==> src/rtl/significand_div.sv <==
`default_nettype none
// ============================================================================
// Module      : significand_div
// Description : Iterative restoring significand divider for the FPU divide
//               path. Retires one quotient bit per clock over WIDTH+3
//               iterations, then normalizes and rounds the quotient to a
//               WIDTH-1 bit fraction with exponent-adjust and status flags.
// Revision    : 1.0 - initial release
// ============================================================================
module significand_div #(
    parameter int WIDTH = 24
) (
    input  logic               CLK,
    input  logic               RST,
    input  logic               start,
    input  logic [WIDTH-1:0]   Mx,
    input  logic [WIDTH-1:0]   My,
    input  logic [1:0]         R_mode,
    input  logic               Sz,
    output logic               busy,
    output logic               done,
    output logic [WIDTH-2:0]   Mz,
    output logic               exp_dec,
    output logic               inexact,
    output logic               div_by_zero
);

    // Quotient carries the integer bit, WIDTH-1 fraction bits, guard and one
    // extra bit that feeds sticky; the remainder needs one bit of headroom.
    localparam int c_QW   = WIDTH + 3;
    localparam int c_RW   = WIDTH + 1;
    localparam int c_CW   = $clog2(c_QW);
    localparam logic [c_CW-1:0] c_CNT_INIT = c_CW'(c_QW - 1);

    typedef enum logic [1:0] {
        S_IDLE  = 2'd0,
        S_DIV   = 2'd1,
        S_ROUND = 2'd2
    } state_t;

    state_t             r_state;
    state_t             w_next;

    logic [c_RW-1:0]    r_rem;
    logic [c_QW-1:0]    r_q;
    logic [c_CW-1:0]    r_cnt;
    logic [WIDTH-1:0]   r_my;
    logic [1:0]         r_mode;
    logic               r_sz;
    logic               r_x_zero;
    logic               r_y_zero;

    logic               r_done;
    logic [WIDTH-2:0]   r_mz;
    logic               r_exp_dec;
    logic               r_inexact;
    logic               r_dbz;

    logic               w_qbit;
    logic [c_RW-1:0]    w_diff;
    logic [c_RW-1:0]    w_rem_next;

    logic [WIDTH-2:0]   w_mant;
    logic               w_g;
    logic               w_s;
    logic               w_inc;
    logic               w_ed;
    logic [WIDTH-2:0]   w_mz;
    logic               w_ed_out;
    logic               w_inx_out;
    logic               w_dbz_out;

    // State register; reset abandons any operation in flight.
    always_ff @(posedge CLK) begin
        if (RST) r_state <= S_IDLE;
        else     r_state <= w_next;
    end

    // Next-state: accept only in IDLE, fixed iteration count, single ROUND.
    always_comb begin
        w_next = r_state;
        case (r_state)
            S_IDLE:  if (start) w_next = S_DIV;
            S_DIV:   if (r_cnt == '0) w_next = S_ROUND;
            S_ROUND: w_next = S_IDLE;
            default: w_next = S_IDLE;
        endcase
    end

    // One restoring step: subtract the divisor when it fits, then shift left.
    always_comb begin
        w_qbit     = (r_rem >= {1'b0, r_my});
        w_diff     = r_rem - (w_qbit ? {1'b0, r_my} : '0);
        w_rem_next = w_diff << 1;
    end

    // Normalize the quotient, pick the rounding increment, resolve specials.
    always_comb begin
        if (r_q[c_QW-1]) begin
            w_mant = r_q[c_QW-2:3];
            w_g    = r_q[2];
            w_s    = r_q[1] | r_q[0] | (|r_rem);
            w_ed   = 1'b0;
        end else begin
            w_mant = r_q[c_QW-3:2];
            w_g    = r_q[1];
            w_s    = r_q[0] | (|r_rem);
            w_ed   = 1'b1;
        end
        case (r_mode)
            2'b00:   w_inc = w_g & (w_s | w_mant[0]);
            2'b01:   w_inc = 1'b0;
            2'b10:   w_inc = ~r_sz & (w_g | w_s);
            default: w_inc = r_sz & (w_g | w_s);
        endcase
        // Normalized operands keep the quotient below 2, so no carry-out.
        w_mz      = w_mant + {{(WIDTH-2){1'b0}}, w_inc};
        w_ed_out  = w_ed;
        w_inx_out = w_g | w_s;
        w_dbz_out = 1'b0;
        if (r_y_zero) begin
            w_mz      = '0;
            w_ed_out  = 1'b0;
            w_inx_out = 1'b0;
            w_dbz_out = 1'b1;
        end else if (r_x_zero) begin
            w_mz      = '0;
            w_ed_out  = 1'b0;
            w_inx_out = 1'b0;
        end
    end

    // Datapath: latch operands, iterate, register rounded results on ROUND.
    always_ff @(posedge CLK) begin
        if (RST) begin
            r_rem     <= '0;
            r_q       <= '0;
            r_cnt     <= '0;
            r_my      <= '0;
            r_mode    <= '0;
            r_sz      <= 1'b0;
            r_x_zero  <= 1'b0;
            r_y_zero  <= 1'b0;
            r_done    <= 1'b0;
            r_mz      <= '0;
            r_exp_dec <= 1'b0;
            r_inexact <= 1'b0;
            r_dbz     <= 1'b0;
        end else begin
            r_done <= 1'b0;
            case (r_state)
                S_IDLE: begin
                    if (start) begin
                        r_rem    <= {1'b0, Mx};
                        r_q      <= '0;
                        r_cnt    <= c_CNT_INIT;
                        r_my     <= My;
                        r_mode   <= R_mode;
                        r_sz     <= Sz;
                        r_x_zero <= (Mx == '0);
                        r_y_zero <= (My == '0);
                    end
                end
                S_DIV: begin
                    r_rem <= w_rem_next;
                    r_q   <= {r_q[c_QW-2:0], w_qbit};
                    if (r_cnt != '0) r_cnt <= r_cnt - 1'b1;
                end
                S_ROUND: begin
                    r_done    <= 1'b1;
                    r_mz      <= w_mz;
                    r_exp_dec <= w_ed_out;
                    r_inexact <= w_inx_out;
                    r_dbz     <= w_dbz_out;
                end
                default: ;
            endcase
        end
    end

    assign busy        = (r_state != S_IDLE);
    assign done        = r_done;
    assign Mz          = r_mz;
    assign exp_dec     = r_exp_dec;
    assign inexact     = r_inexact;
    assign div_by_zero = r_dbz;

endmodule
`default_nettype wire
==> config.mk <==
export PLATFORM = sky130hd
export DESIGN_NAME = significand_div
export DESIGN_NICKNAME = d
export VERILOG_FILES = /design/src/rtl/significand_div.sv
export SDC_FILE = /design/constraint.sdc
export NUM_CORES = 1
export LEC_CHECK = 0
export BUFFER_PORTS_ARGS = -buffer_cell sky130_fd_sc_hd__buf_2
export CAP_MARGIN = 20
export CORE_MARGIN = 2
export CORE_UTILIZATION = 54
export CTS_CLUSTER_DIAMETER = 50
export DETAILED_ROUTE_END_ITERATION = 6
export PLACE_DENSITY = 0.78
export SKIP_LAST_GASP = 1
export SLEW_MARGIN = 20
export SYNTH_ARGS = -nofsm -noshare
export SYNTH_HDL_FRONTEND = slang
export SYNTH_SLANG_ARGS = --single-unit
==> constraint.sdc <==
create_clock -name CLK -period 3.7 [get_ports CLK]
set_input_delay 0.37 -clock CLK [delete_from_list [all_inputs] [get_ports CLK]]
set_output_delay 0.37 -clock CLK [all_outputs]
set_load 0.01 [all_outputs]
Word-level counts from Yosys, hierarchy flattened. Cells that the tools add are included.

Add/sub/neg operators: 3. Magnitude comparators: 1. Equality and inequality tests: 7. Muxes and demuxes: 24. Bitwise gates (word level): 9. Reductions and logical operators: 13.

Operators by type and width (number): 2-to-1 mux 23 bit (3); one-hot mux 27 bit (2 select lines) (1); one-hot mux 25 bit (2 select lines) (1); zero test 24 bit (2); 2-to-1 mux 27 bit (1); >= comparator 25 x 24 -> 1 bit (1); 2-to-1 mux 25 bit (1); OR reduction 25 bit (1); 2-to-1 mux 24 bit (1); subtractor 24 bit (1); adder 23 x 1 -> 23 bit (1); 2-to-1 mux 5 bit (2); one-hot mux 5 bit (2 select lines) (1); 2-to-1 mux 1 bit (9); inequality test 2 bit, second input constant (3); AND reduction 2 bit (3); zero test 5 bit (1); bitwise OR 1 bit (5); nonzero test 5 bit (1); subtractor 5 x 1 -> 5 bit, second input constant (1); equality test 2 x 1 -> 1 bit, second input constant (2); equality test 2 bit, second input constant (2); zero test 2 bit (2); 2-to-1 mux 2 bit (2); 6 further kinds (9).

Register bits: 115. Input bits: 54. Output and inout bits: 28. Word-level logic and storage cells: 71.

Logic depth before layout (Yosys ltp).
Depth in word-level cells: 9. Mapped depth: 21.

Least setup slack after synthesis. No wires, ideal clock.

Path type: flip-flop to flip-flop. Start point: register r_rem[0]. End point: register r_rem[24]. Setup time: 0.117 ns. Arrival: 3.745 ns. Data required time: 3.583 ns. Setup slack: -0.163 ns. Stages on the path, launching flop included: 21. Path buffers: 1. Period minus slack after synthesis: 3.863 ns. Path through: dfxtp_1 inv_1 ha_1 nor2b_1 o21ai_0 a31oi_1 o41ai_2 a21bo_2 nand2_1 nand2_1 clkbuf_1 nand2_1 ha_1 a21o_1 or3_1 o221ai_2 o211ai_1 nand2_2 o21ai_1 or3_1 a32o_1.

Longest elaborated chain between the ends: 4.

RTL lines: start: declaration (RTL line 44) `logic [c_RW-1:0] r_rem;`; start signal: assignment (RTL line 154) `r_rem <= {1'b0, Mx};`; start signal: assignment (RTL line 165) `r_rem <= w_rem_next;`; >= comparator 25 x 24 -> 1 bit (RTL line 92) `w_qbit = (r_rem >= {1'b0, r_my});`; 2-to-1 mux 24 bit (RTL line 93) `w_diff = r_rem - (w_qbit ? {1'b0, r_my} : '0);`; subtractor 24 bit * (RTL line 93); one-hot mux 25 bit (2 select lines) * (RTL line 151) `case (r_state)`.

Mark *: on every way between the ends. The rest lies on a longest branch, timed or not. A chain may end at the register's enable or synchronous reset.

Final worst setup path.
Start point: register r_my[1]. End point: register r_rem[15].

Longest elaborated chain between the ends: 4.

RTL lines: start: declaration (RTL line 47) `logic [WIDTH-1:0] r_my;`; start signal: assignment (RTL line 157) `r_my <= My;`; >= comparator 25 x 24 -> 1 bit (RTL line 92); 2-to-1 mux 24 bit * (RTL line 93); subtractor 24 bit * (RTL line 93); one-hot mux 25 bit (2 select lines) * (RTL line 151).

Marked as above.

==> flow_summary.ini <==
[routing]
wl_microns = 22030
viasPerCell = 6.159
first_pass_iters = 6
drc = 0
drt-initial-drc-count = 878
vias = 7613
antenna_left = 0
wl_per_cell_microns = 17.82

[sta]
worstMarginPinSlew_ns = 1.058
finalMaxSlewViolations = 0
final-hold-violation-count = 0
slew_headroom = 0.2948
period_minus_slack_ns = 3.892
skew_ns = 0.009422
fmaxAchievable_ghz = 0.2569
period_share = 1.052
rsz0062_at_grt = yes
setup_viol = 14
worst_slack_ns = -0.1923
final.setup.tns_ns = -1.665
hold_ws_ns = 0.1904

[finish]
multi_input_area_sq_mm = 0.004758
layout-drive-gt1-share = 0.2791
layout.nets = 1158
regArea_sq_mm = 0.002308
syn2layout_area_growth_pct = 31.42
instances_no_fill = 1236
fillers = 931
utilization = 0.7282
diodes = 0

[critical_path]
critPathCaptureType = flop
r2r_start = r_my[1]
rrSetupSlack_ns = -0.19
worstSetupStartpointType = flop
r2r-end = r_rem[15]
path_class = reg -> reg
critPathMaxFanout = 5
crit_required_ns = 4.04
critPathMaxStageDelay_ns = 0.36
worstPathArrival_ns = 4.23
r2r_cells = 22
worstPathCellList = inv_2, ha_4, nand2_2, o21ai_2, a31oi_2, o41ai_4, a21bo_2, nand2_2, nand2_4, and2_4, ha_4, inv_2, fa_2, a21oi_2, o2bb2ai_2, o31ai_4, o2111ai_2, buf_4, a21oi_2, xnor2_1, nor2_1, a311oi_1
cp_slowest_cell = fa_2

[grt]
grt_pass1_wl_microns = 34040
grt_overflow_total = 0
grt_max_degree = 57
track_usage = 0.3024
antenna_found_initial = 0
grt_pass1_vias = 7091

[status]
violations = negative setup slack
status = finished with violations

[min_path]
min_delay_path_depth = 3
min-delay-start = Sz
hold_end = r_sz
hold_path.class = in -> reg

[clock_network]
cts-buffers-inserted = 17
hold_buffers = 0
cts-root-buf = clkbuf_16
htreeDepth = 4
clock_sinks = 115
clk-insertion-delay-late_ns = 0.42
clk_pin_slew_ns = 0.06
cts_tree = yes
cts_buffer_depth = 2

[die]
dieArea_sq_mm = 0.01393
fp.dieW_microns = 118.0
rows = 41
die_h_microns = 118.0
ios = 82
start_util = 0.5541
coreArea_sq_mm = 0.01267

[synthesis]
yosysUniqueCellTypes = 70
synth_edf_count = 0
synth.avg_cell_area_sq_um = 7.809
synth_top_cells_by_area = dfxtp_1 33%, ha_1 9.3%, nand2_1 9.0%
yosys_warnings = 0
ys_seq_area_frac = 0.3279
synth-seq-cells = 115
syn_inst = 899
synth_top_area_cell = dfxtp_1
synth_nets = 1006
synth_area_sq_mm = 0.007020
synthFlopType = dfxtp_1
async_reset_ff_frac = 0
yosys.area.top_type_share = 0.3279

[placed_design]
gp_congestion = 0.9408
io_buffers = 81
dp.cells = 1191
hpwlAfterDp_microns = 14260
pre_cts_ws_ns = -0.3112

[pwr]
power_density_mw_per_mm2 = 626.4
p_leak_uw = 0.003909
vdd_drop_max_mv = 0.5684

[job]
drv_cap = 0
-- cell families after synthesis --
logic type,synth area share
AO/OA/AOI/OAI,0.2331
buffers and inverters,0.05133
multiplexers,0.02246
XOR/XNOR,0.03743
flip-flops,0.3279
AND/OR/NAND/NOR,0.2322
adder cells (fa/ha/maj),0.09553
-- sequential cells by signal (all words and copies together), names as in the netlist, 2 cells and up --
name     count
Mz          23
r_q         27
r_my        24
r_rem       25
r_mode       2
r_cnt        5
r_state      2
-- where the power goes --
part	switching, uW	internal [uW]	leakage (uW)	total [uW]
registers	73.1	1330	0.000939	1410
clock network	623	1000	0.000275	1620
logic	1480	1270	0.00269	2750
total	2170	3610	0.00391	5780
-- through the flow --
stage          power, uW  cell area (sq um)
6_report            5780               9226
5_1_grt             6030               9226
3_3_place_gp        3431               8138
3_5_place_dp        3463               8138
2_1_floorplan       2724               7033
4_1_cts             5453               9065
-- worst max-delay path by stage --
stage / startpoint / to / slack (ns) / cells after the start
6_report: r_my[1] / r_rem[15] / -0.19 / 22
5_1_grt: r_my[1] / r_rem[21] / -0.31 / 21
4_1_cts: r_rem[0] / r_rem[24] / -0.17 / 19
3_5_place_dp: r_rem[0] / r_rem[15] / -0.31 / 21
3_3_place_gp: r_rem[0] / r_rem[22] / -0.21 / 19
2_1_floorplan: r_rem[0] / r_rem[24] / 0.01 / 20
-- what timing repair did --
item | 4_1_cts | 5_1_grt
endpoints found under the setup margin | 16 | 17
gates resized for setup | 50 | 26
setup buffers | 8 | 6
pin swaps | 29 | 19
gates cloned | 0 | 0
-- synth_stat cells, types with 3 or more instances --
library cell and number:
a211o_1 5, nand2_1 168, nor4b_1 3, a311oi_1 16
ha_1 52, o21ai_0 17, a21o_1 16, o21ai_1 4
inv_1 41, nor2b_1 5, nand3_1 23, nor3_1 17
nor2_1 70, mux2_2 4, nand2b_1 9, a211oi_1 4
and2_1 8, a31oi_1 10, a22o_1 27, xor2_1 14
or3_1 3, and3_1 3, xnor2_1 16, dfxtp_1 115
nand4_1 10, clkbuf_1 38, mux2i_1 9, buf_2 3
o211ai_1 4, a22oi_1 16, buf_1 10, a32oi_1 7
a21oi_1 84, nor4_1 20
-- worst max-delay path, delay by kind of cell (launching register included) --
| kind | cells | cell delay (ns) |
|---|---|---|
| AO/OA/AOI/OAI | 10 | 1.85 |
| adder cells (fa/ha/maj) | 3 | 0.75 |
| buffers and inverters | 3 | 0.26 |
| AND/OR/NAND/NOR | 5 | 0.49 |
| flip-flops | 1 | 0.34 |
| XOR/XNOR | 1 | 0.14 |
-- cells in the final DEF (no fill, tap or decap), types with 16 or more instances in the layout --
cell type	count
buf_2	81
a21oi_1	74
a311oi_1	16
dfxtp_1	110
buf_4	99
clkbuf_16	17
nor2_1	69
a21o_1	16
a22oi_1	16
inv_1	37
nand3_1	23
ha_1	39
nor4_1	20
nand2_1	158
a22o_1	27
xnor2_1	16
-- layout make-up --
type | instances | share of cell area
Multi-Input combinational cell | 691 | 0.5157
Sequential cell | 115 | 0.2502
Timing Repair Buffer | 185 | 0.1306
Clock buffer | 19 | 0.04692
Tap cell | 172 | 0.02333
Inverter | 41 | 0.01668
Clock inverter | 13 | 0.01654
-- per-layer routing --
metal	up-vias	part of all wire	global-route usage	wire length [microns]
li1	3537	-	-	-
met5	-	0	0	0
met1	3495	0.40	0.3620	8727
met2	455	0.48	0.5047	10510
met3	126	0.079	0.06977	1745
met4	0	0.048	0.1581	1047
(Power assumes the default switching activity.)
